File: src/rtl/multicycle_pkg.sv
// Shared types and encodings for the multi-cycle controller.
package multicycle_pkg;

  typedef enum logic [3:0] {
    S_FETCH  = 4'd0,
    S_DECODE = 4'd1,
    S_MEMADR = 4'd2,
    S_MEMRD  = 4'd3,
    S_MEMWB  = 4'd4,
    S_MEMWR  = 4'd5,
    S_REX    = 4'd6,
    S_RWB    = 4'd7,
    S_IEX    = 4'd8,
    S_IWB    = 4'd9,
    S_BRANCH = 4'd10
  } state_t;

  localparam logic [5:0] OP_R    = 6'b000000;
  localparam logic [5:0] OP_LW   = 6'b000100;
  localparam logic [5:0] OP_SW   = 6'b000101;
  localparam logic [5:0] OP_BEQ  = 6'b000110;
  localparam logic [5:0] OP_ADDI = 6'b000111;
  // Immediate-logic group is 001xxx: only the bits above the low three are fixed.
  localparam logic [2:0] OP_IMM_HI = 3'b001;

  localparam logic [2:0] ALU_FUNCT = 3'b000;
  localparam logic [2:0] ALU_SUB   = 3'b001;
  localparam logic [2:0] ALU_LOGIC = 3'b010;
  localparam logic [2:0] ALU_ADD   = 3'b011;

  localparam logic [1:0] SRCB_RT     = 2'b00;
  localparam logic [1:0] SRCB_FOUR   = 2'b01;
  localparam logic [1:0] SRCB_IMM    = 2'b10;
  localparam logic [1:0] SRCB_IMM_SH = 2'b11;

endpackage

File: src/rtl/multicycle_control_outdec.sv
// Moore output decoder: per-state datapath controls, all forced low while rst is high.
module multicycle_control_outdec
  import multicycle_pkg::*;
#(
  parameter int OPW    = 6,
  parameter int ALUOPW = 3
) (
  input  logic              rst,
  input  state_t            state,
  input  logic [OPW-1:0]    opcode,
  input  logic              zero,
  input  logic              mem_ready,
  output logic              pc_en,
  output logic              pc_src,
  output logic              iord,
  output logic              mem_read,
  output logic              mem_write,
  output logic              ir_write,
  output logic              reg_dst,
  output logic              mem_to_reg,
  output logic              reg_write,
  output logic              alu_src_a,
  output logic [1:0]        alu_src_b,
  output logic [ALUOPW-1:0] alu_op,
  output logic              instr_done,
  output logic              illegal_op
);

  logic is_imm;
  logic is_addi;
  logic is_legal;

  assign is_imm   = (opcode >> 3) == OPW'(OP_IMM_HI);
  assign is_addi  = opcode == OPW'(OP_ADDI);
  assign is_legal = (opcode == OPW'(OP_R))   || (opcode == OPW'(OP_LW)) ||
                    (opcode == OPW'(OP_SW))  || (opcode == OPW'(OP_BEQ)) ||
                    is_addi || is_imm;

  always_comb begin
    pc_en      = 1'b0;
    pc_src     = 1'b0;
    iord       = 1'b0;
    mem_read   = 1'b0;
    mem_write  = 1'b0;
    ir_write   = 1'b0;
    reg_dst    = 1'b0;
    mem_to_reg = 1'b0;
    reg_write  = 1'b0;
    alu_src_a  = 1'b0;
    alu_src_b  = SRCB_RT;
    alu_op     = ALUOPW'(ALU_FUNCT);
    instr_done = 1'b0;
    illegal_op = 1'b0;
    if (!rst) begin
      case (state)
        S_FETCH: begin
          mem_read  = 1'b1;
          alu_src_b = SRCB_FOUR;
          alu_op    = ALUOPW'(ALU_ADD);
          ir_write  = mem_ready;
          pc_en     = mem_ready;
        end
        S_DECODE: begin
          alu_src_b  = SRCB_IMM_SH;
          alu_op     = ALUOPW'(ALU_ADD);
          illegal_op = !is_legal;
          instr_done = !is_legal;
        end
        S_MEMADR: begin
          alu_src_a = 1'b1;
          alu_src_b = SRCB_IMM;
          alu_op    = ALUOPW'(ALU_ADD);
        end
        S_MEMRD: begin
          mem_read = 1'b1;
          iord     = 1'b1;
        end
        S_MEMWB: begin
          reg_write  = 1'b1;
          mem_to_reg = 1'b1;
          instr_done = 1'b1;
        end
        S_MEMWR: begin
          mem_write  = 1'b1;
          iord       = 1'b1;
          instr_done = mem_ready;
        end
        S_REX: begin
          alu_src_a = 1'b1;
          alu_src_b = SRCB_RT;
          alu_op    = ALUOPW'(ALU_FUNCT);
        end
        S_RWB: begin
          reg_write  = 1'b1;
          reg_dst    = 1'b1;
          instr_done = 1'b1;
        end
        S_IEX: begin
          alu_src_a = 1'b1;
          alu_src_b = SRCB_IMM;
          alu_op    = is_addi ? ALUOPW'(ALU_ADD) : ALUOPW'(ALU_LOGIC);
        end
        S_IWB: begin
          reg_write  = 1'b1;
          instr_done = 1'b1;
        end
        S_BRANCH: begin
          alu_src_a  = 1'b1;
          alu_src_b  = SRCB_RT;
          alu_op     = ALUOPW'(ALU_SUB);
          pc_src     = 1'b1;
          pc_en      = zero;
          instr_done = 1'b1;
        end
        default: ;
      endcase
    end
  end

endmodule

File: src/rtl/multicycle_control.sv
// Multi-cycle instruction sequencer: state register and next-state logic; outputs via outdec.
//   state  | meaning
//   FETCH  | read instruction at PC, PC+4 -> PC when memory ready
//   DECODE | branch target -> ALUOut, dispatch on opcode (trap illegal)
//   MEMADR | effective address rs+imm
//   MEMRD  | load read, wait for memory
//   MEMWB  | MDR -> rt
//   MEMWR  | store write, wait for memory
//   REX    | R-type ALU op
//   RWB    | ALUOut -> rd
//   IEX    | immediate ALU op
//   IWB    | ALUOut -> rt
//   BRANCH | compare, take ALUOut target when zero
module multicycle_control
  import multicycle_pkg::*;
#(
  parameter int OPW           = 6,
  parameter int ALUOPW        = 3,
  parameter bit MEM_HANDSHAKE = 1'b1
) (
  input  logic              clk,
  input  logic              rst,
  input  logic [OPW-1:0]    opcode,
  input  logic              zero,
  input  logic              mem_ready,
  output logic              pc_en,
  output logic              pc_src,
  output logic              iord,
  output logic              mem_read,
  output logic              mem_write,
  output logic              ir_write,
  output logic              reg_dst,
  output logic              mem_to_reg,
  output logic              reg_write,
  output logic              alu_src_a,
  output logic [1:0]        alu_src_b,
  output logic [ALUOPW-1:0] alu_op,
  output logic              instr_done,
  output logic              illegal_op
);

  state_t state;
  state_t state_next;
  logic   ready;
  logic   is_imm;

  assign ready  = MEM_HANDSHAKE ? mem_ready : 1'b1;
  assign is_imm = (opcode >> 3) == OPW'(OP_IMM_HI);

  always_ff @(posedge clk) begin
    if (rst) state <= S_FETCH;
    else     state <= state_next;
  end

  always_comb begin
    state_next = state;
    case (state)
      S_FETCH:  if (ready) state_next = S_DECODE;
      S_DECODE: begin
        if ((opcode == OPW'(OP_LW)) || (opcode == OPW'(OP_SW))) state_next = S_MEMADR;
        else if (opcode == OPW'(OP_R))                          state_next = S_REX;
        else if (opcode == OPW'(OP_BEQ))                        state_next = S_BRANCH;
        else if ((opcode == OPW'(OP_ADDI)) || is_imm)           state_next = S_IEX;
        else                                                    state_next = S_FETCH;
      end
      S_MEMADR: state_next = (opcode == OPW'(OP_LW)) ? S_MEMRD : S_MEMWR;
      S_MEMRD:  if (ready) state_next = S_MEMWB;
      S_MEMWB:  state_next = S_FETCH;
      S_MEMWR:  if (ready) state_next = S_FETCH;
      S_REX:    state_next = S_RWB;
      S_RWB:    state_next = S_FETCH;
      S_IEX:    state_next = S_IWB;
      S_IWB:    state_next = S_FETCH;
      S_BRANCH: state_next = S_FETCH;
      default:  state_next = S_FETCH;
    endcase
  end

  multicycle_control_outdec #(
    .OPW    (OPW),
    .ALUOPW (ALUOPW)
  ) u_outdec (
    .rst        (rst),
    .state      (state),
    .opcode     (opcode),
    .zero       (zero),
    .mem_ready  (ready),
    .pc_en      (pc_en),
    .pc_src     (pc_src),
    .iord       (iord),
    .mem_read   (mem_read),
    .mem_write  (mem_write),
    .ir_write   (ir_write),
    .reg_dst    (reg_dst),
    .mem_to_reg (mem_to_reg),
    .reg_write  (reg_write),
    .alu_src_a  (alu_src_a),
    .alu_src_b  (alu_src_b),
    .alu_op     (alu_op),
    .instr_done (instr_done),
    .illegal_op (illegal_op)
  );

endmodule

File: config.mk
export PLATFORM = sky130hd
export DESIGN_NAME = multicycle_control
export DESIGN_NICKNAME = d
export VERILOG_FILES = /design/src/rtl/multicycle_pkg.sv /design/src/rtl/multicycle_control_outdec.sv /design/src/rtl/multicycle_control.sv
export SDC_FILE = /design/constraint.sdc
export NUM_CORES = 1
export LEC_CHECK = 0
export CORE_UTILIZATION = 45
export CTS_CLUSTER_DIAMETER = 60
export DETAILED_ROUTE_END_ITERATION = 8
export PLACE_DENSITY = 0.85
export SYNTH_ARGS = -nofsm -noshare
export SYNTH_HDL_FRONTEND = slang
export SYNTH_HIERARCHICAL = 1
export SYNTH_SLANG_ARGS = --single-unit
File: constraint.sdc
create_clock -name clk -period 2.1 [get_ports clk]
set_input_delay 0.315 -clock clk [delete_from_list [all_inputs] [get_ports clk]]
set_output_delay 0.315 -clock clk [all_outputs]
set_load 0.01 [all_outputs]
# --- After elaboration in Yosys (flattened, before gate mapping) ---
# Cells that the tools add are included.
word_totals:
  register_bits: 4
  input_bits: 10
  out_inout_bits: 17
  elab_cells: 75
classes:
  eq_ne: 18
  muxes: 38
  reduce_logical: 18
ops:
  columns: ["cell", "n"]
  rows:
  - ["2-to-1 mux 4 bit", 7]
  - ["case mux 4 bit (7 select lines)", 1]
  - ["== test 6 x 3 -> 1 bit (second input constant)", 4]
  - ["2-to-1 mux 1 bit", 23]
  - ["== test 4 x 3 -> 1 bit (second input constant)", 4]
  - ["== test 4 bit (second input constant)", 3]
  - ["case mux 3 bit (3 select lines)", 1]
  - ["== test 4 x 2 -> 1 bit (second input constant)", 2]
  - ["OR reduction 4 bit", 2]
  - ["logical OR 1 bit", 7]
  - ["logical NOT 6 bit", 1]
  - ["2-to-1 mux 3 bit", 2]
  - ["inequality test 2 bit (second input constant)", 3]
  - ["case mux 2 bit (3 select lines)", 1]
  - ["OR reduction 2 bit", 3]
  - ["OR reduction 3 bit", 2]
  - ["== test 4 x 1 -> 1 bit (second input constant)", 1]
  - ["logical NOT 4 bit", 1]
  - ["== test 3 x 1 -> 1 bit (second input constant)", 1]
  - ["case mux 1 bit (3 select lines)", 1]
  - ["AND reduction 3 bit", 1]
  - ["2-to-1 mux 2 bit", 1]
  - ["case mux 1 bit (2 select lines)", 1]
  - ["logical NOT 1 bit", 1]

# --- Longest topological paths before layout ---
# Gate-level depths: netlist (run 1).
depth:
  depth_word: 9
  depth_mapped: 6
  ltp_nobuf: 5

# --- Modules after synthesis ---
# Netlist (run 1), hierarchy kept.
modules_own_cells:
  columns: ["module", "instances", "cells_each", "area_each_um2"]
  rows:
  - ["multicycle_control", 1, 39, 331.6]
  - ["multicycle_control_outdec", 1, 55, 330.3]

# --- Worst setup path before layout (run 1) ---
# No wires, ideal clock.
synth_timing:
  kind: "register to output"
  startpoint: "register state[3]"
  endpoint: "output alu_src_a"
  arrival_ps: 1084
  setup_slack_ps: 701
  path_stages_with_launch: 4
  n_path_buf: 1
  path_cell_list: "dfxtp_1 > buf_4 > nand2_1 > a211oi_1"
synth_between:
  elab_chain_len: 4
  word_cells_on_any_way: 7
  classes_between: "eq/ne (4); mux (2); reduce/logical (1)"
synth_rtl:
  columns: ["item", "line", "text"]
  rows:
  - ["start: declaration", "multicycle_control.sv:42", "state_t state;"]
  - ["start signal: assignment", "multicycle_control.sv:52", "else state <= state_next;"]
  - ["== test 4 x 3 -> 1 bit (tied with other cells)", "multicycle_control_outdec.sv:55", "case (state)"]
  - ["OR reduction 4 bit (no line) (*)", null, null]
  - ["2-to-1 mux 1 bit (*)", "multicycle_control_outdec.sv:55", null]
  - ["2-to-1 mux 1 bit (*)", "multicycle_control_outdec.sv:54", "if (!rst) begin"]
  - ["end: declaration", "multicycle_control.sv:35", "output logic alu_src_a,"]
# Mark *: on every way between the ends. The rest lies on a longest branch, timed or not.

# --- Worst setup path after layout (run 1) ---
layout_timing:
  startpoint: "input rst"
  endpoint: "output pc_en"
layout_between:
  elab_chain_len: 1
layout_rtl:
  columns: ["item", "line", "text"]
  rows:
  - ["start: declaration", "multicycle_control.sv:22", "input logic rst,"]
  - ["2-to-1 mux 1 bit", "multicycle_control_outdec.sv:54", null]
  - ["end: declaration", "multicycle_control.sv:26", "output logic pc_en,"]
# No other way between the ends.

==> results.sh, run 1 <==
export IMPL_dp_worst_setup_slack_ns=-0.1935
export IMPL_cts_root_to_sink_buffers=2
export IMPL_post_drt_via_cell_ratio=5.315
export IMPL_route_detailed_wl_per_inst_um=12.56
export IMPL_grt_start_max_net_pins=14
export IMPL_count_of_cells_along_the_worst_hold_path=3
export IMPL_globalRoute_totalOverflow=0
export IMPL_starting_density_of_the_core=0.4962
export IMPL_setup_viol=0
export IMPL_skew_ns=0.003709
export IMPL_whs_ns=0.7130
export IMPL_yosysSeqAreaShare=0.1210
export IMPL_dr_total_vias=792
export IMPL_count_of_state_elements_after_synthesis=4
export IMPL_drt_total_wl_um=1871
export IMPL_largest_registers="state x4"
export IMPL_crit_path_launch_type="input port"
export IMPL_synthesis_nets=104
export IMPL_first_pass_iters=2
export IMPL_iteration_0_drc_markers=3
export IMPL_grt_pass1_wl_um=2773
export IMPL_post_route_cells_drive_above_1_share=0.2985
export IMPL_layout_setup_ws_ns=0.06348
export IMPL_drtAntennaViolNets=0
export IMPL_finalNonFillerCells=149
export IMPL_groute_usage_overall=0.2491
export IMPL_setup_tns_final_ns=0
export IMPL_yosys_cell_count_top_type="nor2_1"
export IMPL_antenna_cells=0
export IMPL_hold_buffers=0
export IMPL_number_of_cells_produced_by_synthesis=94
export IMPL_ios=27
export IMPL_run_status="finished, final reports clean"
export IMPL_critical_path_class="input port to output port"
export IMPL_nFillCells=101
export IMPL_worstRegToRegCells=4
export IMPL_async_flop_share=0
export IMPL_hold_viol_final=0
export IMPL_place_congestion=0.8212
export IMPL_min_period_ns=2.037
export IMPL_largest_reg_flops=4
export IMPL_power_per_cell_area_nw_per_um2=285.0
export IMPL_initial_antenna_violation_count=0
export IMPL_ctsRootBufferMaster="clkbuf_4"
export IMPL_synth_warn=6
export IMPL_first_global_vias=679
export IMPL_synth_common_cells="12 x nor2_1, 6 x a21oi_1, 6 x inv_1, 6 x nor3_1, 6 x o21ai_0"
export IMPL_place_area_sq_um=1010
export IMPL_rsz_0062_raised_after_global_routing="no"
export IMPL_worstSkewPairLatency_ns=0.23
export IMPL_utilization=0.7936
export IMPL_synthTopCellsByArea="dfxtp_1 12%, nor2_1 6.8%, buf_6 5.1%"
export IMPL_netlist_area_leader_share=0.1210
export IMPL_count_of_input_and_output_buffers=25
export IMPL_final_nets=146
export IMPL_cts_buffers=3
export IMPL_peakVddDrop_mv=0.2931
export IMPL_detailedPlacementHpwl_um=1451
export IMPL_drv_max_cap_violation_count=0
export IMPL_synth_area_leader_cell="dfxtp_1"
export IMPL_netlist_cell_type_count=42
export IMPL_die_w_um=40.35
export IMPL_required_ns=1.78
export IMPL_placedCellCount=145
export IMPL_dominantRegCellSynth="dfxtp_1"
export IMPL_min_period_over_period=0.9698
export IMPL_core_area_sq_um=1334
export IMPL_hold_path_class="input port to flip-flop"
export IMPL_critPathArrivalTime_ns=1.72
export IMPL_cellLeakagePower_nw=0.4868
export IMPL_dieArea_sq_um=1628
export IMPL_post_layout_total_power_mw=0.3017
export IMPL_report_final_slew_viol_count=0
export IMPL_layout_area_overhead_vs_synth_pct=59.93
export IMPL_tritoncts="done"
export IMPL_post_synth_cell_area_avg_sq_um=7.041
export IMPL_max_freq_mhz=491.0
export IMPL_floorplan_die_height_um=40.35
export IMPL_summed_area_of_non_filler_cells_in_the_final_layout_sq_um=1059
export IMPL_synth_edf_count=0
export IMPL_drc_violations_left=0
export IMPL_row_count=13
export IMPL_h_tree_levels=1
export IMPL_seq_area_sq_um=87.58
export IMPL_netlist_area_sq_um=661.9
export IMPL_multiInputGateArea_sq_um=508.0
export IMPL_largest_register="state"
export IMPL_end_kind="output port"
export IMPL_clkSlewWorstSetupHoldPaths_ns=0.04
export IMPL_clock_sink_count=4
export IMPL_cp_max_fo=5
[power breakdown]
| part | total (mW) | internal (mW) | switching, mW |
|---|---|---|---|
| combinational | 0.126 | 0.0703 | 0.0553 |
| sequential | 0.0834 | 0.0775 | 0.00584 |
| clock | 0.0927 | 0.0638 | 0.0289 |
| total | 0.302 | 0.212 | 0.0901 |
[worst paths after layout]
check                              start        to  slack [ns]
worst min register to register  state[3]  state[0]        0.72
worst min-delay path                 rst  state[3]        0.71
worst max register to register  state[0]  state[2]        0.79
worst max-delay path                 rst     pc_en        0.06
[logic make-up after synthesis]
| logic type | synth area share |
|---|---|
| xor gates and xnor gates | 0.02647 |
| other | 0.005666 |
| adders and majority gates | 0.01701 |
| AOI/OAI and AO/OA | 0.2495 |
| and+or+nand+nor | 0.4178 |
| buffers and inverters | 0.1304 |
| DFF | 0.1210 |
| muxes | 0.03214 |
[layout make-up]
| class | count | share of cell area |
|---|---|---|
| Clock buffer | 3 | 0.02128 |
| Tap cell | 15 | 0.01773 |
| Inverter | 6 | 0.02128 |
| Timing Repair Buffer | 45 | 0.3771 |
| Sequential cell | 4 | 0.08274 |
| Multi-Input combinational cell | 76 | 0.4799 |
[critical path, cell delays in order]
cell,delay [ns]
dlygate4sd2_1,0.29
or3_4,0.41
a21oi_1,0.15
clkdlybuf4s50_1,0.55
[cells in the final DEF (no fill, tap or decap), types with 2 or more instances in the layout]
master and n:
nor4_1 2, dfxtp_2 3, nor4b_2 2, o21ai_0 6
o211ai_1 2, nor3_1 6, inv_1 6, buf_4 20
nand2b_1 2, nor3b_1 2, a21oi_1 6, dlygate4sd2_1 3
o31ai_2 2, dlymetal6s2s_1 3, nor2b_1 4, nand2_1 5
clkbuf_4 3, nand3_1 3, clkdlybuf4s50_1 18, nor2_1 12
[what timing repair did]
item                       CTS  global route
resized for setup            6            10
pin swaps                    1             0
buffers inserted             1             0
setup endpoints to repair   14             9
[per-layer routing]
metal / part of all wire / routed length, um / up-vias / global-route usage
li1: - / - / 422 / -
met1: 0.45 / 843 / 354 / 0.2709
met2: 0.51 / 954 / 16 / 0.4841
met3: 0.039 / 73 / 0 / 0.06667
met4: 0 / 0 / 0 / 0.02500
met5: 0 / 0 / - / 0
Power figures use the tool's default switching activity.
==> run 2, diff against run 1 <==
--- a/config.mk
+++ b/config.mk
@@ -8,6 +8,7 @@
 export CORE_UTILIZATION = 45
 export CTS_CLUSTER_DIAMETER = 60
 export DETAILED_ROUTE_END_ITERATION = 8
+export MAX_ROUTING_LAYER = met4
 export PLACE_DENSITY = 0.85
 export SYNTH_ARGS = -nofsm -noshare
 export SYNTH_HDL_FRONTEND = slang
==> results of run 2 <==
The final DEF is identical to that of run 1; final timing and power are the same.
Among the figures that moved: final weighted congestion in routability-driven placement 0.8212 -> 0.8335; overall routing resource usage 0.2491 -> 0.2562
==> run 3, diff against run 2 <==
--- a/config.mk
+++ b/config.mk
@@ -5,12 +5,12 @@
 export SDC_FILE = /design/constraint.sdc
 export NUM_CORES = 1
 export LEC_CHECK = 0
-export CORE_UTILIZATION = 45
+export CAP_MARGIN = 0
+export CORE_UTILIZATION = 43
 export CTS_CLUSTER_DIAMETER = 60
 export DETAILED_ROUTE_END_ITERATION = 8
 export MAX_ROUTING_LAYER = met4
 export PLACE_DENSITY = 0.85
 export SYNTH_ARGS = -nofsm -noshare
 export SYNTH_HDL_FRONTEND = slang
-export SYNTH_HIERARCHICAL = 1
 export SYNTH_SLANG_ARGS = --single-unit
==> results.sh, run 3 <==
export IMPL_synth_edf_count=0
export IMPL_rr_startpoint="state[2]"
export IMPL_drc_violations_left=0
export IMPL_count_of_state_elements_after_synthesis=4
export IMPL_critPathArrivalTime_ns=1.81
export IMPL_cp_max_fo=4
export IMPL_synth_common_cells="10 x nor2_1, 6 x nor3_1"
export IMPL_summed_area_of_non_filler_cells_in_the_final_layout_sq_um=1022
export IMPL_crit_path_launch_type="input port"
export IMPL_critical_path_class="input port to output port"
export IMPL_hold_viol_final=0
export IMPL_required_ns=1.78
export IMPL_ctsRootBufferMaster="clkbuf_4"
export IMPL_critical_path_origin="mem_ready"
export IMPL_drt_total_wl_um=2272
export IMPL_initial_antenna_violation_count=0
export IMPL_detailedPlacementHpwl_um=1523
export IMPL_run_status="complete, but fails checks"
export IMPL_synth_area_leader_cell="dfxtp_1"
export IMPL_utilization=0.8618
export IMPL_power_per_cell_area_nw_per_um2=323.8
export IMPL_ios=27
export IMPL_groute_usage_overall=0.3301
export IMPL_power_net_switching_mw=0.1135
export IMPL_globalRoute_totalOverflow=0
export IMPL_largest_reg_flops=4
export IMPL_post_cts_buffers=0
export IMPL_cellLeakagePower_nw=0.4936
export IMPL_largest_registers="state x4"
export IMPL_sequentialPowerShare=0.249
export IMPL_tritoncts="done"
export IMPL_hold_buffers=0
export IMPL_failed_checks="negative setup slack"
export IMPL_h_tree_levels=1
export IMPL_antenna_cells=0
export IMPL_clock_sink_count=4
export IMPL_drv_max_cap_violation_count=0
export IMPL_setup_viol=1
export IMPL_hold_path_class="input port to flip-flop"
export IMPL_layout_cells_most_common="buf_4"
export IMPL_worstSkewPairLatency_ns=0.26
export IMPL_first_pass_iters=5
export IMPL_min_period_ns=2.127
export IMPL_netlist_cell_type_count=40
export IMPL_post_route_cells_drive_above_1_share=0.2913
export IMPL_grt_start_max_net_pins=14
export IMPL_cts_root_to_sink_buffers=2
export IMPL_largest_register="state"
export IMPL_post_drt_via_cell_ratio=6.199
export IMPL_synthTopCellsByArea="dfxtp_1 14%, nor2_1 6.5%, nor3_1 5.2%"
export IMPL_max_freq_mhz=470.2
export IMPL_dr_total_vias=874
export IMPL_mostFrequentLayoutCells="23 x buf_4, 15 x clkdlybuf4s50_1, 9 x nor2_1, 7 x dlygate4sd2_1, 5 x nor3_1"
export IMPL_min_period_over_period=1.013
export IMPL_power_share_combinational=0.421
export IMPL_peakVddDrop_mv=0.2339
export IMPL_whs_ns=0.6878
export IMPL_switching_share_of_total_power=0.3428
export IMPL_setup_tns_final_ns=-0.02680
export IMPL_core_area_sq_um=1186
export IMPL_netlist_area_sq_um=580.6
export IMPL_grt_pass1_wl_um=3236
export IMPL_dp_worst_setup_slack_ns=-0.2665
export IMPL_hp_start="rst"
export IMPL_post_layout_total_power_mw=0.3310
export IMPL_place_congestion=0.8944
export IMPL_iteration_0_drc_markers=49
export IMPL_report_final_slew_viol_count=0
export IMPL_finalNonFillerCells=141
export IMPL_count_of_input_and_output_buffers=25
export IMPL_cts_buffers=3
export IMPL_clkSlewWorstSetupHoldPaths_ns=0.04
export IMPL_layout_setup_ws_ns=-0.02680
export IMPL_floorplan_die_height_um=38.75
export IMPL_post_synth_cell_area_avg_sq_um=6.995
export IMPL_placedCellCount=138
export IMPL_route_detailed_wl_per_inst_um=16.11
export IMPL_layout_area_overhead_vs_synth_pct=76.08
export IMPL_synth_warn=0
export IMPL_end_kind="output port"
export IMPL_first_global_vias=755
export IMPL_number_of_cells_produced_by_synthesis=83
export IMPL_power_share_clock=0.329
export IMPL_async_flop_share=0
export IMPL_die_w_um=38.75
export IMPL_synthesis_nets=93
export IMPL_skew_ns=0.007678
export IMPL_final_nets=139
export IMPL_dieArea_sq_um=1501
export IMPL_yosys_cell_count_top_type="nor2_1"
export IMPL_internal_power_summed_over_all_cells_mw=0.2176
export IMPL_starting_density_of_the_core=0.4895
export IMPL_yosysSeqAreaShare=0.1379
export IMPL_place_area_sq_um=968.4
export IMPL_netlist_area_leader_share=0.1379
export IMPL_drtAntennaViolNets=0
export IMPL_dominantRegCellSynth="dfxtp_1"
export IMPL_row_count=12
==> run 3: cell count changes after synthesis, sizes merged, moves of 3 or more <==
cell,change
nand2,-3
a2bb2oi,+3
o21ai,-4
and3,+4
==> run 3: path summary, 6_finish.rpt <==
check	endpoint	slack [ns]	cells past startpoint
hold reg to reg	state[3]	0.71	2
setup / recovery	pc_en	-0.03	5
setup reg to reg	state[0]	0.62	5
hold / removal	state[1]	0.69	3
==> run 3: area by class of cell <==
type                       count  area [sq um]
clock buffer                   3         22.52
fill                          81         163.9
inverter                       4         15.01
multi-input combinational     67         446.7
sequential                     4         87.58
tap                           14         17.52
timing repair buffer          49         432.9
==> run 3: cell families (layout without fill, tap and decap cells) <==
| logic type | Yosys count | in the layout | share of synthesized area |
|---|---|---|---|
| AND/OR/NAND/NOR | 39 | 39 | 0.3793 |
| AO/OA/AOI/OAI | 24 | 24 | 0.2996 |
| buffers and inverters | 12 | 56 | 0.1293 |
| flip-flops | 4 | 4 | 0.1379 |
| XOR/XNOR | 2 | 2 | 0.03018 |
| other | 1 | 1 | 0.006459 |
| multiplexers | 1 | 1 | 0.01724 |
==> run 3: power groups by stage <==
stage | registers, mW | logic [mW] | clock network (mW)
after global routing | 0.0828 | 0.147 | 0.115
after floorplan | 0.0812 | 0.0564 | 0
after detailed placement | 0.0836 | 0.134 | 0
after global placement | 0.0833 | 0.130 | 0
final | 0.0825 | 0.139 | 0.109
after CTS | 0.0821 | 0.132 | 0.109
==> run 3: per-layer routing <==
| layer | vias to the layer above | wire [um] | global-route usage |
|---|---|---|---|
| met5 | - | 0 | - |
| met3 | 13 | 166 | 0.09827 |
| li1 | 408 | - | - |
| met2 | 56 | 1120 | 0.5917 |
| met4 | 0 | 86 | 0.1552 |
| met1 | 397 | 898 | 0.3219 |
==> run 3: timing repair <==
| action | 4_1_cts | 5_1_grt |
|---|---|---|
| endpoints found under the setup margin | 14 | 4 |
| gates resized for setup | 15 | 5 |
| pin swaps | 0 | 0 |
==> run 3: critical path, cell delays in order <==
cell	delay, ns
clkdlybuf4s50_1	0.52
buf_4	0.15
and3_1	0.20
a21o_1	0.10
clkdlybuf4s50_1	0.53
